`src/rtl/sti_gen_pkg.sv`:
```
`default_nettype none
// ============================================================================
// Module      : sti_gen_pkg
// Description : Shared types for the serial-transmit generator: serializer
//               state encoding, serial length codes and FIFO entry header.
// Revision    : 1.0 - initial release
// ============================================================================
package sti_gen_pkg;

    // Serializer states
    typedef enum logic [0:0] {
        IDLE  = 1'b0,
        SHIFT = 1'b1
    } state_t;

    // Length codes: serial length is (code+1) quarters of the parallel word
    localparam logic [1:0] LEN_Q1   = 2'b00;
    localparam logic [1:0] LEN_HALF = 2'b01;
    localparam logic [1:0] LEN_Q3   = 2'b10;
    localparam logic [1:0] LEN_FULL = 2'b11;

    // FIFO entry header; the right-aligned L-bit field sits above it in the
    // stored word, giving an entry of {field, len, msb}
    typedef struct packed {
        logic [1:0] len;
        logic       msb;
    } entry_hdr_t;

endpackage : sti_gen_pkg
`default_nettype wire

```
`src/rtl/sti_gen_fifo.sv`:
```
`default_nettype none
// ============================================================================
// Module      : sti_gen_fifo
// Description : Small synchronous FIFO holding pending serializer entries.
//               Caller guarantees no push when full and no pop when empty.
// Revision    : 1.0 - initial release
// ============================================================================
module sti_gen_fifo #(
    parameter int WIDTH = 35,
    parameter int DEPTH = 4
) (
    input  logic                       clk,
    input  logic                       reset,
    input  logic                       i_push,
    input  logic [WIDTH-1:0]           i_data,
    input  logic                       i_pop,
    output logic [WIDTH-1:0]           o_data,
    output logic [$clog2(DEPTH):0]     o_count,
    output logic                       o_empty
);

    localparam int C_AW = $clog2(DEPTH);

    logic [WIDTH-1:0]  r_mem [DEPTH];
    logic [C_AW-1:0]   r_wr_ptr;
    logic [C_AW-1:0]   r_rd_ptr;
    logic [C_AW:0]     r_count;

    // Storage write; contents need no reset since count gates visibility
    always_ff @(posedge clk) begin
        if (i_push) begin
            r_mem[r_wr_ptr] <= i_data;
        end
    end

    // Pointers wrap naturally because DEPTH is a power of two
    always_ff @(posedge clk or negedge reset) begin
        if (!reset) begin
            r_wr_ptr <= '0;
            r_rd_ptr <= '0;
            r_count  <= '0;
        end else begin
            if (i_push) begin
                r_wr_ptr <= r_wr_ptr + 1'b1;
            end
            if (i_pop) begin
                r_rd_ptr <= r_rd_ptr + 1'b1;
            end
            case ({i_push, i_pop})
                2'b10:   r_count <= r_count + 1'b1;
                2'b01:   r_count <= r_count - 1'b1;
                default: r_count <= r_count;
            endcase
        end
    end

    assign o_data  = r_mem[r_rd_ptr];
    assign o_count = r_count;
    assign o_empty = (r_count == '0);

endmodule : sti_gen_fifo
`default_nettype wire

```
`src/rtl/sti_gen.sv`:
```
`default_nettype none
// ============================================================================
// Module      : sti_gen
// Description : Parallel-to-serial transmit generator. Loads are buffered in
//               a FIFO as {field, len, msb}; a two-state serializer shifts
//               each entry out with valid/ready handshaking and chains words
//               back to back without gap cycles.
// Revision    : 1.0 - initial release
// ============================================================================
module sti_gen
    import sti_gen_pkg::*;
#(
    parameter int DATA_W     = 32,
    parameter int FIFO_DEPTH = 4
) (
    input  logic              clk,
    input  logic              reset,
    input  logic              load,
    input  logic [DATA_W-1:0] pi_data,
    input  logic [1:0]        pi_len,
    input  logic              pi_msb,
    input  logic              pi_low,
    output logic              pi_ready,
    input  logic              so_ready,
    output logic              so_data,
    output logic              so_valid,
    output logic              busy,
    output logic              err_ovf
);

    localparam int C_QW      = DATA_W / 4;
    localparam int C_CNT_W   = $clog2(DATA_W + 1);
    localparam int C_HDR_W   = $bits(entry_hdr_t);
    localparam int C_ENTRY_W = DATA_W + C_HDR_W;
    localparam int C_CW      = $clog2(FIFO_DEPTH) + 1;

    // Serializer registers
    state_t              r_state;
    logic [DATA_W-1:0]   r_shift;
    logic [C_CNT_W-1:0]  r_cnt;
    logic                r_msb;
    logic                r_so_data;
    logic                r_so_valid;
    logic                r_err_ovf;

    // Push side
    logic                w_push;
    logic [C_CNT_W-1:0]  w_push_drop;
    logic [DATA_W-1:0]   w_push_mask;
    logic [DATA_W-1:0]   w_push_field;
    entry_hdr_t          w_push_hdr;
    logic [C_ENTRY_W-1:0] w_push_entry;

    // Pop side
    logic                w_pop;
    logic                w_empty;
    logic [C_CW-1:0]     w_count;
    logic [C_ENTRY_W-1:0] w_head_entry;
    logic [DATA_W-1:0]   w_head_field;
    entry_hdr_t          w_head_hdr;
    logic [C_CNT_W-1:0]  w_head_len;
    logic [C_CNT_W-1:0]  w_head_drop;
    logic [DATA_W-1:0]   w_head_shift;
    logic                w_head_first;

    // Shift advance
    logic [DATA_W-1:0]   w_adv_shift;
    logic                w_adv_bit;
    logic                w_last;

    // Ready comes from the registered count only, so a same-cycle pop never
    // lets a full FIFO accept
    assign pi_ready = (w_count < C_CW'(FIFO_DEPTH));
    assign w_push   = load && pi_ready;

    // Field selection: low field is masked in place, high field is shifted
    // down so every stored field is right-aligned
    assign w_push_drop  = C_CNT_W'((int'(LEN_FULL) - int'(pi_len)) * C_QW);
    assign w_push_mask  = {DATA_W{1'b1}} >> w_push_drop;
    assign w_push_field = (pi_low || (pi_len == LEN_FULL)) ? (pi_data & w_push_mask)
                                                           : (pi_data >> w_push_drop);
    assign w_push_hdr.len = pi_len;
    assign w_push_hdr.msb = pi_msb;
    assign w_push_entry   = {w_push_field, w_push_hdr};

    sti_gen_fifo #(
        .WIDTH (C_ENTRY_W),
        .DEPTH (FIFO_DEPTH)
    ) u_fifo (
        .clk     (clk),
        .reset   (reset),
        .i_push  (w_push),
        .i_data  (w_push_entry),
        .i_pop   (w_pop),
        .o_data  (w_head_entry),
        .o_count (w_count),
        .o_empty (w_empty)
    );

    // Head entry unpacking; MSB-first fields are left-aligned so the current
    // bit is always at one end of the shift register
    assign w_head_field = w_head_entry[C_ENTRY_W-1 -: DATA_W];
    assign w_head_hdr   = entry_hdr_t'(w_head_entry[C_HDR_W-1:0]);
    assign w_head_len   = C_CNT_W'((int'(w_head_hdr.len) + 1) * C_QW);
    assign w_head_drop  = C_CNT_W'((int'(LEN_FULL) - int'(w_head_hdr.len)) * C_QW);
    assign w_head_shift = w_head_hdr.msb ? (w_head_field << w_head_drop) : w_head_field;
    assign w_head_first = w_head_hdr.msb ? w_head_shift[DATA_W-1] : w_head_shift[0];

    assign w_adv_shift = r_msb ? (r_shift << 1) : (r_shift >> 1);
    assign w_adv_bit   = r_msb ? r_shift[DATA_W-2] : r_shift[1];
    assign w_last      = (r_cnt == C_CNT_W'(1));

    // Pop when idle, or when the last bit of the current word transfers
    assign w_pop = !w_empty &&
                   ((r_state == IDLE) || (so_ready && w_last));

    // Serializer FSM with registered serial outputs
    always_ff @(posedge clk or negedge reset) begin
        if (!reset) begin
            r_state    <= IDLE;
            r_shift    <= '0;
            r_cnt      <= '0;
            r_msb      <= 1'b0;
            r_so_data  <= 1'b0;
            r_so_valid <= 1'b0;
        end else begin
            case (r_state)
                IDLE: begin
                    if (!w_empty) begin
                        r_state    <= SHIFT;
                        r_shift    <= w_head_shift;
                        r_cnt      <= w_head_len;
                        r_msb      <= w_head_hdr.msb;
                        r_so_data  <= w_head_first;
                        r_so_valid <= 1'b1;
                    end
                end
                SHIFT: begin
                    if (so_ready) begin
                        if (w_last) begin
                            if (!w_empty) begin
                                r_shift   <= w_head_shift;
                                r_cnt     <= w_head_len;
                                r_msb     <= w_head_hdr.msb;
                                r_so_data <= w_head_first;
                            end else begin
                                r_state    <= IDLE;
                                r_so_data  <= 1'b0;
                                r_so_valid <= 1'b0;
                            end
                        end else begin
                            r_shift   <= w_adv_shift;
                            r_cnt     <= r_cnt - 1'b1;
                            r_so_data <= w_adv_bit;
                        end
                    end
                end
                default: begin
                    r_state    <= IDLE;
                    r_so_valid <= 1'b0;
                end
            endcase
        end
    end

    // Sticky overflow: a load offered while the FIFO is full
    always_ff @(posedge clk or negedge reset) begin
        if (!reset) begin
            r_err_ovf <= 1'b0;
        end else if (load && !pi_ready) begin
            r_err_ovf <= 1'b1;
        end
    end

    assign so_data  = r_so_data;
    assign so_valid = r_so_valid;
    assign err_ovf  = r_err_ovf;
    assign busy     = (w_count != '0) || (r_state == SHIFT);

endmodule : sti_gen
`default_nettype wire

```
`config.mk`:
```
export PLATFORM = sky130hd
export DESIGN_NAME = sti_gen
export DESIGN_NICKNAME = d
export VERILOG_FILES = /design/src/rtl/sti_gen_pkg.sv /design/src/rtl/sti_gen_fifo.sv /design/src/rtl/sti_gen.sv
export SDC_FILE = /design/constraint.sdc
export NUM_CORES = 1
export LEC_CHECK = 0
export BUFFER_PORTS_ARGS = -buffer_cell sky130_fd_sc_hd__buf_2
export CAP_MARGIN = 20
export CORE_ASPECT_RATIO = 2
export CORE_MARGIN = 2
export CORE_UTILIZATION = 66
export CTS_BUF_LIST = sky130_fd_sc_hd__clkbuf_8 sky130_fd_sc_hd__clkbuf_16
export CTS_CLUSTER_SIZE = 16
export DETAILED_ROUTE_END_ITERATION = 8
export PLACE_DENSITY = 0.88
export SLEW_MARGIN = 0
export SYNTH_ARGS = -nofsm -noshare
export SYNTH_HDL_FRONTEND = slang
export SYNTH_SLANG_ARGS = --single-unit
```
`constraint.sdc`:
```
create_clock -name clk -period 7 [get_ports clk]
set_input_delay 1.4 -clock clk [delete_from_list [all_inputs] [get_ports clk]]
set_output_delay 1.4 -clock clk [all_outputs]
set_load 0.02 [all_outputs]
```
-- Word level (Yosys, flattened, before mapping)
Memory sizes are Yosys's and may differ from the RTL's.
Cells that the tools add are included.
- add/subtract/negate cells: 8
- order comparisons: 1
- eq/ne operators: 8
- shifts and indexed selects: 3
- muxes and demuxes: 34
- bitwise operators: 2
- reduce and logical (&&, ||, !) cells: 15
- operators by type and width (cell ; count):
    $mux W32 ; 6
    $pmux W32 S2 ; 1
    $and A32 B32 Y32 ; 1
    $shl A32 B6 Y32 ; 1
    $shr A32 B6 Y32 ; 1
    $shr A32 B6 Y32 const A ; 1
    $mux W1 ; 18
    $mux W6 ; 3
    $pmux W6 S2 ; 1
    $pmux W1 S2 ; 4
    $eq A6 B1 Y1 const B ; 1
    $pmux W3 S2 ; 1
    $sub A2 B2 Y3 const A ; 2
    $sub A6 B1 Y6 const B ; 1
    $add A2 B1 Y2 const B ; 2
    $eq A2 B2 Y1 const B ; 2
    $logic_and A1 B1 Y1 ; 4
    $ne A2 B1 Y1 const B ; 2
    $ne A2 B2 Y1 const B ; 2
    $reduce_and A2 Y1 ; 2
    $reduce_and A4 Y1 ; 1
    $add A2 B1 Y3 const B ; 1
    $add A3 B1 Y3 const B ; 1
    $logic_not A3 Y1 ; 1
    other kinds (8) ; 11
- bits in registers: 50
- bits in writable memories: 140
- bits of input ports: 40
- output and inout port bits: 5
- word-level logic and storage cells: 82
- memories: 1
- memory list (memory ; depth ; width ; rd ports ; clocked after memory_dff ; write ports ; RTL line ; text):
    u_fifo.r_mem ; 4 ; 35 ; 1 ; 0 ; 1 ; sti_gen_fifo.sv:24 ; logic [WIDTH-1:0] r_mem [DEPTH];

-- Logic depth before layout (Yosys ltp)
An unclocked memory read counts as a cell.
- depth after elaboration: 9
- mapped depth: 13
- gate-level depth less buffers: 12

-- Cells and area by module
From an unflattened synthesis, not the netlist that was laid out.
- cells, all modules: 649
- area, all modules: 9183.8 sq um
- by module, submodules not included (module ; instances ; cells an instance ; area each (sq um) ; sequential area each (sq um)):
    sti_gen_fifo ; 1 ; 219 ; 5497.8 ; 4379.2
    sti_gen ; 1 ; 430 ; 3686.0 ; 1076.0

-- Worst setup path after synthesis
Ideal clock, no wire load.
- path type: input -> register
- from: in so_ready
- to: reg u_fifo.r_count[2], in the netlist u_fifo.o_count[2]
- setup time: 0.080 ns
- arrival time: 2.954 ns
- required time: 6.920 ns
- slack: 3.966 ns
- stages on the path: 10
- path buffers: 1
- cells stage by stage: nand2b_1 > nand3_1 > inv_1 > clkbuf_1 > ha_1 > inv_1 > fa_1 > xor2_1 > nor2_1 > xnor2_1
- word-level cells in the longest chain between the ends: 5
- RTL lines (item ; RTL line ; text):
    start: declaration ; sti_gen.sv:24 ; input logic so_ready,
    $logic_and A1 B1 Y1 * ; sti_gen.sv:115 ; ((r_state == IDLE) || (so_ready && w_last));
    $logic_or A1 B1 Y1 * ; sti_gen.sv:115 ;
    $logic_and A1 B1 Y1 * ; sti_gen.sv:114 ; assign w_pop = !w_empty &&
    named net u_fifo.i_pop ; sti_gen_fifo.sv:16 ; input logic i_pop,
    $eq A2 B1 Y1 / $eq A2 B2 Y1 (equally long branches) ; sti_gen_fifo.sv:49 ; case ({i_push, i_pop})
    $pmux W3 S2 / $reduce_bool A2 Y1 (equally long branches) ; -- ;
    end signal: assignment ; sti_gen_fifo.sv:50 ; 2'b10: r_count <= r_count + 1'b1;
    end signal: assignment ; sti_gen_fifo.sv:51 ; 2'b01: r_count <= r_count - 1'b1;
    end signal: assignment ; sti_gen_fifo.sv:52 ; default: r_count <= r_count;
    end: declaration ; sti_gen_fifo.sv:27 ; logic [C_AW:0] r_count;
Mark *: on every way through the listed nets, which the timed path passes. The rest lies on a longest branch.
A chain may end at the register's enable or synchronous reset.

-- Final worst setup path
- from: reg r_cnt[2]
- to: reg u_fifo.r_count[2], in the netlist u_fifo.o_count[2]
- word-level cells in the longest chain between the ends: 6
- RTL lines (item ; RTL line ; text):
    start: declaration ; sti_gen.sv:40 ; logic [C_CNT_W-1:0] r_cnt;
    start signal: assignment ; sti_gen.sv:132 ; r_cnt <= w_head_len;
    start signal: assignment ; sti_gen.sv:143 ; r_cnt <= w_head_len;
    start signal: assignment ; sti_gen.sv:153 ; r_cnt <= r_cnt - 1'b1;
    $eq A6 B1 Y1 * ; sti_gen.sv:111 ; assign w_last = (r_cnt == C_CNT_W'(1));
    $logic_and A1 B1 Y1 * ; sti_gen.sv:115 ;
    $logic_or A1 B1 Y1 * ; sti_gen.sv:115 ;
    $logic_and A1 B1 Y1 * ; sti_gen.sv:114 ;
    $eq A2 B1 Y1 / $eq A2 B2 Y1 (equally long branches) ; sti_gen_fifo.sv:49 ;
    $pmux W3 S2 / $reduce_bool A2 Y1 (equally long branches) ; -- ;
Every way passes the cells marked *; elsewhere a longest branch is shown, timed or not.

==> qor.json <==
{
  "status": {
    "run_status": "finished, final reports clean"
  },
  "clock_network": {
    "postCtsSetupBuffers": 0,
    "cts.reportedPaths.clkPinSlew_ns": 0.08,
    "ctsResizeCount": 0,
    "cts-buffers-inserted": 17,
    "clk-insertion-delay-late_ns": 0.42,
    "cts.path.max_buffers": 2,
    "clock-sinks": 190,
    "cts.root.buffer_cell": "sky130_fd_sc_hd__clkbuf_16",
    "cts_tree": "done",
    "maximum_level_of_the_cts_h_tree": 4,
    "post_cts_hold_buffer_count": 0
  },
  "pwr": {
    "p_leak_nw": 3.633,
    "max-vdd-ir-drop_uv": 311.6,
    "power.density_nw_per_um2": 360.4
  },
  "synth": {
    "post-synth-top-area-cell": "sky130_fd_sc_hd__edfxtp_1",
    "synth_largest_type_area_fraction_pct": 45.71,
    "ys_async_sr_fraction_pct": 26.32,
    "post_synthesis_sequential_element_count": 190,
    "syn_inst": 702,
    "synth-warning-count": 0,
    "post_syn_area_um2": 9198,
    "yosys.cell_types.count": 51,
    "yosysMostFrequentCell": "sky130_fd_sc_hd__edfxtp_1",
    "synth_edf_count": 140,
    "synthTopCellsByArea": "sky130_fd_sc_hd__edfxtp_1, sky130_fd_sc_hd__dfrtp_1, sky130_fd_sc_hd__mux4_2",
    "syn_area_per_cell_um2": 13.10,
    "mappedNetlistNets": 752,
    "synth.cells.most_frequent": "sky130_fd_sc_hd__edfxtp_1, sky130_fd_sc_hd__a21oi_1, sky130_fd_sc_hd__nand2_1",
    "sequential_cell_area_fraction_in_the_yosys_report_pct": 59.31,
    "synth-main-ff-cell": "sky130_fd_sc_hd__edfxtp_1"
  },
  "worst_setup_path": {
    "critical_path.cell_chain": "nor3_1 -> a21o_1 -> nand3_1 -> inv_1 -> ha_1 -> inv_1 -> fa_1 -> xor2_1 -> nor2_1 -> xnor2_1",
    "slowest_cell_on_crit_path": "sky130_fd_sc_hd__nand3_1",
    "crit_top_cell": "sky130_fd_sc_hd__inv_1",
    "critPathMaxFanout": 25,
    "cp_data_required_time_ns": 7.35,
    "critical_path_s_largest_stage_delay_ns": 0.75,
    "worstSetupPathType": "flip-flop to flip-flop",
    "crit_path_end_kind": "flip-flop",
    "timing.critical_path.arrival_ns": 4.50,
    "worstSetupStartpointType": "flip-flop"
  },
  "placement": {
    "place.gp.congestion": 0.9111,
    "port-buffer-count": 44,
    "dp_hpwl_um": 13680
  },
  "grt": {
    "antenna_violations_before_repair": 0,
    "first_global_vias": 6353,
    "grt_first_pass_wirelength_um": 34430,
    "grt_max_degree": 51,
    "gr-total-overflow": 0,
    "grt.total_usage_pct": 30.83
  },
  "detailed_routing": {
    "detail_route.wirelength_um": 21880,
    "wl_per_cell_um": 24.51,
    "drt_iter0_drc": 901,
    "via_count": 6411,
    "post_drt_via_cell_ratio": 7.179,
    "post-route-drc-count": 0,
    "detailedRoute.firstPassIterationCount": 6,
    "antenna_violating_nets_post_route": 0
  },
  "timing": {
    "max_slew_margin_pct": 34.12,
    "finalHoldViolCount": 0,
    "fin_tns_setup_ns": 0,
    "final-setup-viol-count": 0,
    "share_of_the_cycle_needed_by_the_critical_path_after_routing_pct": 59.33,
    "timing.final.max_slew_violations": 0,
    "worst-slew-pin-transition_ns": 0.9846,
    "layout_min_cycle_time_ns": 4.153,
    "rsz0062_at_grt": "false",
    "fin_worst_skew_ns": 0.01271,
    "achievable-frequency_mhz": 240.8
  },
  "floorplanning": {
    "placeableCoreArea_um2": 13740,
    "initial_utilization_pct": 66.95,
    "die_height_um": 170.9,
    "die_x_um": 87.48,
    "die_area_um2": 14950,
    "top_level_ports": 45,
    "placement_rows": 61
  },
  "cells_and_area": {
    "final.fill_count": 831,
    "seqCellArea_um2": 5456,
    "area_delta_synth_final_pct": 9.046,
    "utilization_pct": 73.01,
    "multi_input_area_um2": 3421,
    "layout-drive-gt1-share_pct": 19.02,
    "diodes": 0,
    "final_nets": 774
  },
  "run": {
    "cap_violations": 0
  },
  "hold_path": {
    "hold_class": "flip-flop to flip-flop"
  }
}
==> critical path, delay by kind of cell, from the launching register on <==
kind	cells	cell delay [ns]
AOI/OAI and AO/OA	1	0.71
xor gates and xnor gates	2	0.27
adders and majority gates	2	0.64
buffers and inverters	2	0.65
DFF	1	0.42
and+or+nand+nor	3	1.38
==> per-layer routing <==
metal  vias to the layer above  track usage (%)  wire length, um
met5                         -                0                0
met4                         0            18.06             1474
met3                       118            4.679             1792
met2                       447            49.74            11000
met1                      3083            39.13             7616
li1                       2763                -                -
==> final timing paths <==
path,depth (start not counted),from,slack (ns),to
worst min register to register,1,err_ovf,0.46,err_ovf
worst min-delay path,1,err_ovf,0.46,err_ovf
max in group asynchronous,2,reset,5.48,r_shift[4]
min in group asynchronous,2,reset,1.07,u_fifo.r_rd_ptr[0]
worst max register to register,10,r_cnt[2],2.85,u_fifo.o_count[2]
worst max-delay path,10,r_cnt[2],2.85,u_fifo.o_count[2]
==> power breakdown <==
| part | leakage, nW | switching (mW) | total [mW] | internal, mW |
|---|---|---|---|---|
| Combinational | 1.43 | 0.647 | 1.08 | 0.433 |
| Clock | 0.285 | 0.463 | 0.943 | 0.480 |
| Sequential | 1.91 | 0.135 | 1.59 | 1.46 |
| Total | 3.63 | 1.24 | 3.61 | 2.37 |
==> final cells by class <==
class                           instances  share of cell area (%)
Sequential cell                       190                   54.40
Multi-Input combinational cell        442                   34.11
Clock buffer                           17                   4.242
Timing Repair Buffer                   54                   2.944
Tap cell                              157                   1.959
Clock inverter                         14                   1.634
Inverter                               19                  0.7111
==> cell families (layout without fill, tap and decap cells) <==
kind of cell | Yosys count | count (layout) | synth area share, %
flops | 190 | 190 | 59.31
buf+inv | 70 | 104 | 3.496
compound gates | 196 | 196 | 13.59
fa+ha+maj | 10 | 10 | 1.442
simple gates | 151 | 151 | 7.863
xor+xnor | 6 | 6 | 0.5713
mux | 79 | 79 | 13.73
==> registers in the layout (all words and copies together), names as in the netlist <==
name and flops:
u_fifo.r_mem 140, r_shift 32, r_cnt 6, u_fifo.o_count 3
u_fifo.r_rd_ptr 2, u_fifo.r_wr_ptr 2, err_ovf 1, r_msb 1
r_state 1, so_data 1, so_valid 1
==> per-stage QoR <==
stage	setup slack, ns	power [mW]	instances	area, um^2	hold WS, ns
2_1_floorplan	3.966	2.373	702	9198	0.4465
3_3_place_gp	2.733	2.606	861	9433	0.4344
3_5_place_dp	2.630	2.649	861	9433	0.4450
4_1_cts	2.898	3.598	892	10020	0.4629
5_1_grt	2.487	3.765	893	10030	0.4860
6_report	2.847	3.614	893	10030	0.4593
==> cell usage in the layout, fill, tap and decap left out, types with 5 or more instances in the layout <==
cell / count
sky130_fd_sc_hd__xnor2_1: 5
sky130_fd_sc_hd__a31oi_1: 10
sky130_fd_sc_hd__a22oi_1: 8
sky130_fd_sc_hd__mux4_2: 36
sky130_fd_sc_hd__edfxtp_1: 140
sky130_fd_sc_hd__clkbuf_16: 17
sky130_fd_sc_hd__o22ai_1: 12
sky130_fd_sc_hd__dfrtp_1: 49
sky130_fd_sc_hd__buf_2: 44
sky130_fd_sc_hd__nand2b_1: 6
sky130_fd_sc_hd__buf_4: 10
sky130_fd_sc_hd__mux2i_1: 32
sky130_fd_sc_hd__o221ai_1: 6
sky130_fd_sc_hd__o211ai_1: 9
sky130_fd_sc_hd__a211o_1: 8
sky130_fd_sc_hd__a21oi_1: 54
sky130_fd_sc_hd__nor2_1: 30
sky130_fd_sc_hd__nor2b_1: 16
sky130_fd_sc_hd__a221oi_1: 5
sky130_fd_sc_hd__mux2_2: 9
sky130_fd_sc_hd__and3_1: 9
sky130_fd_sc_hd__o21ai_0: 50
sky130_fd_sc_hd__inv_8: 5
sky130_fd_sc_hd__and2_1: 5
sky130_fd_sc_hd__inv_1: 19
sky130_fd_sc_hd__ha_1: 9
sky130_fd_sc_hd__nand3_1: 11
sky130_fd_sc_hd__nor3_1: 14
sky130_fd_sc_hd__nand2_1: 52
(Power assumes the default switching activity.)
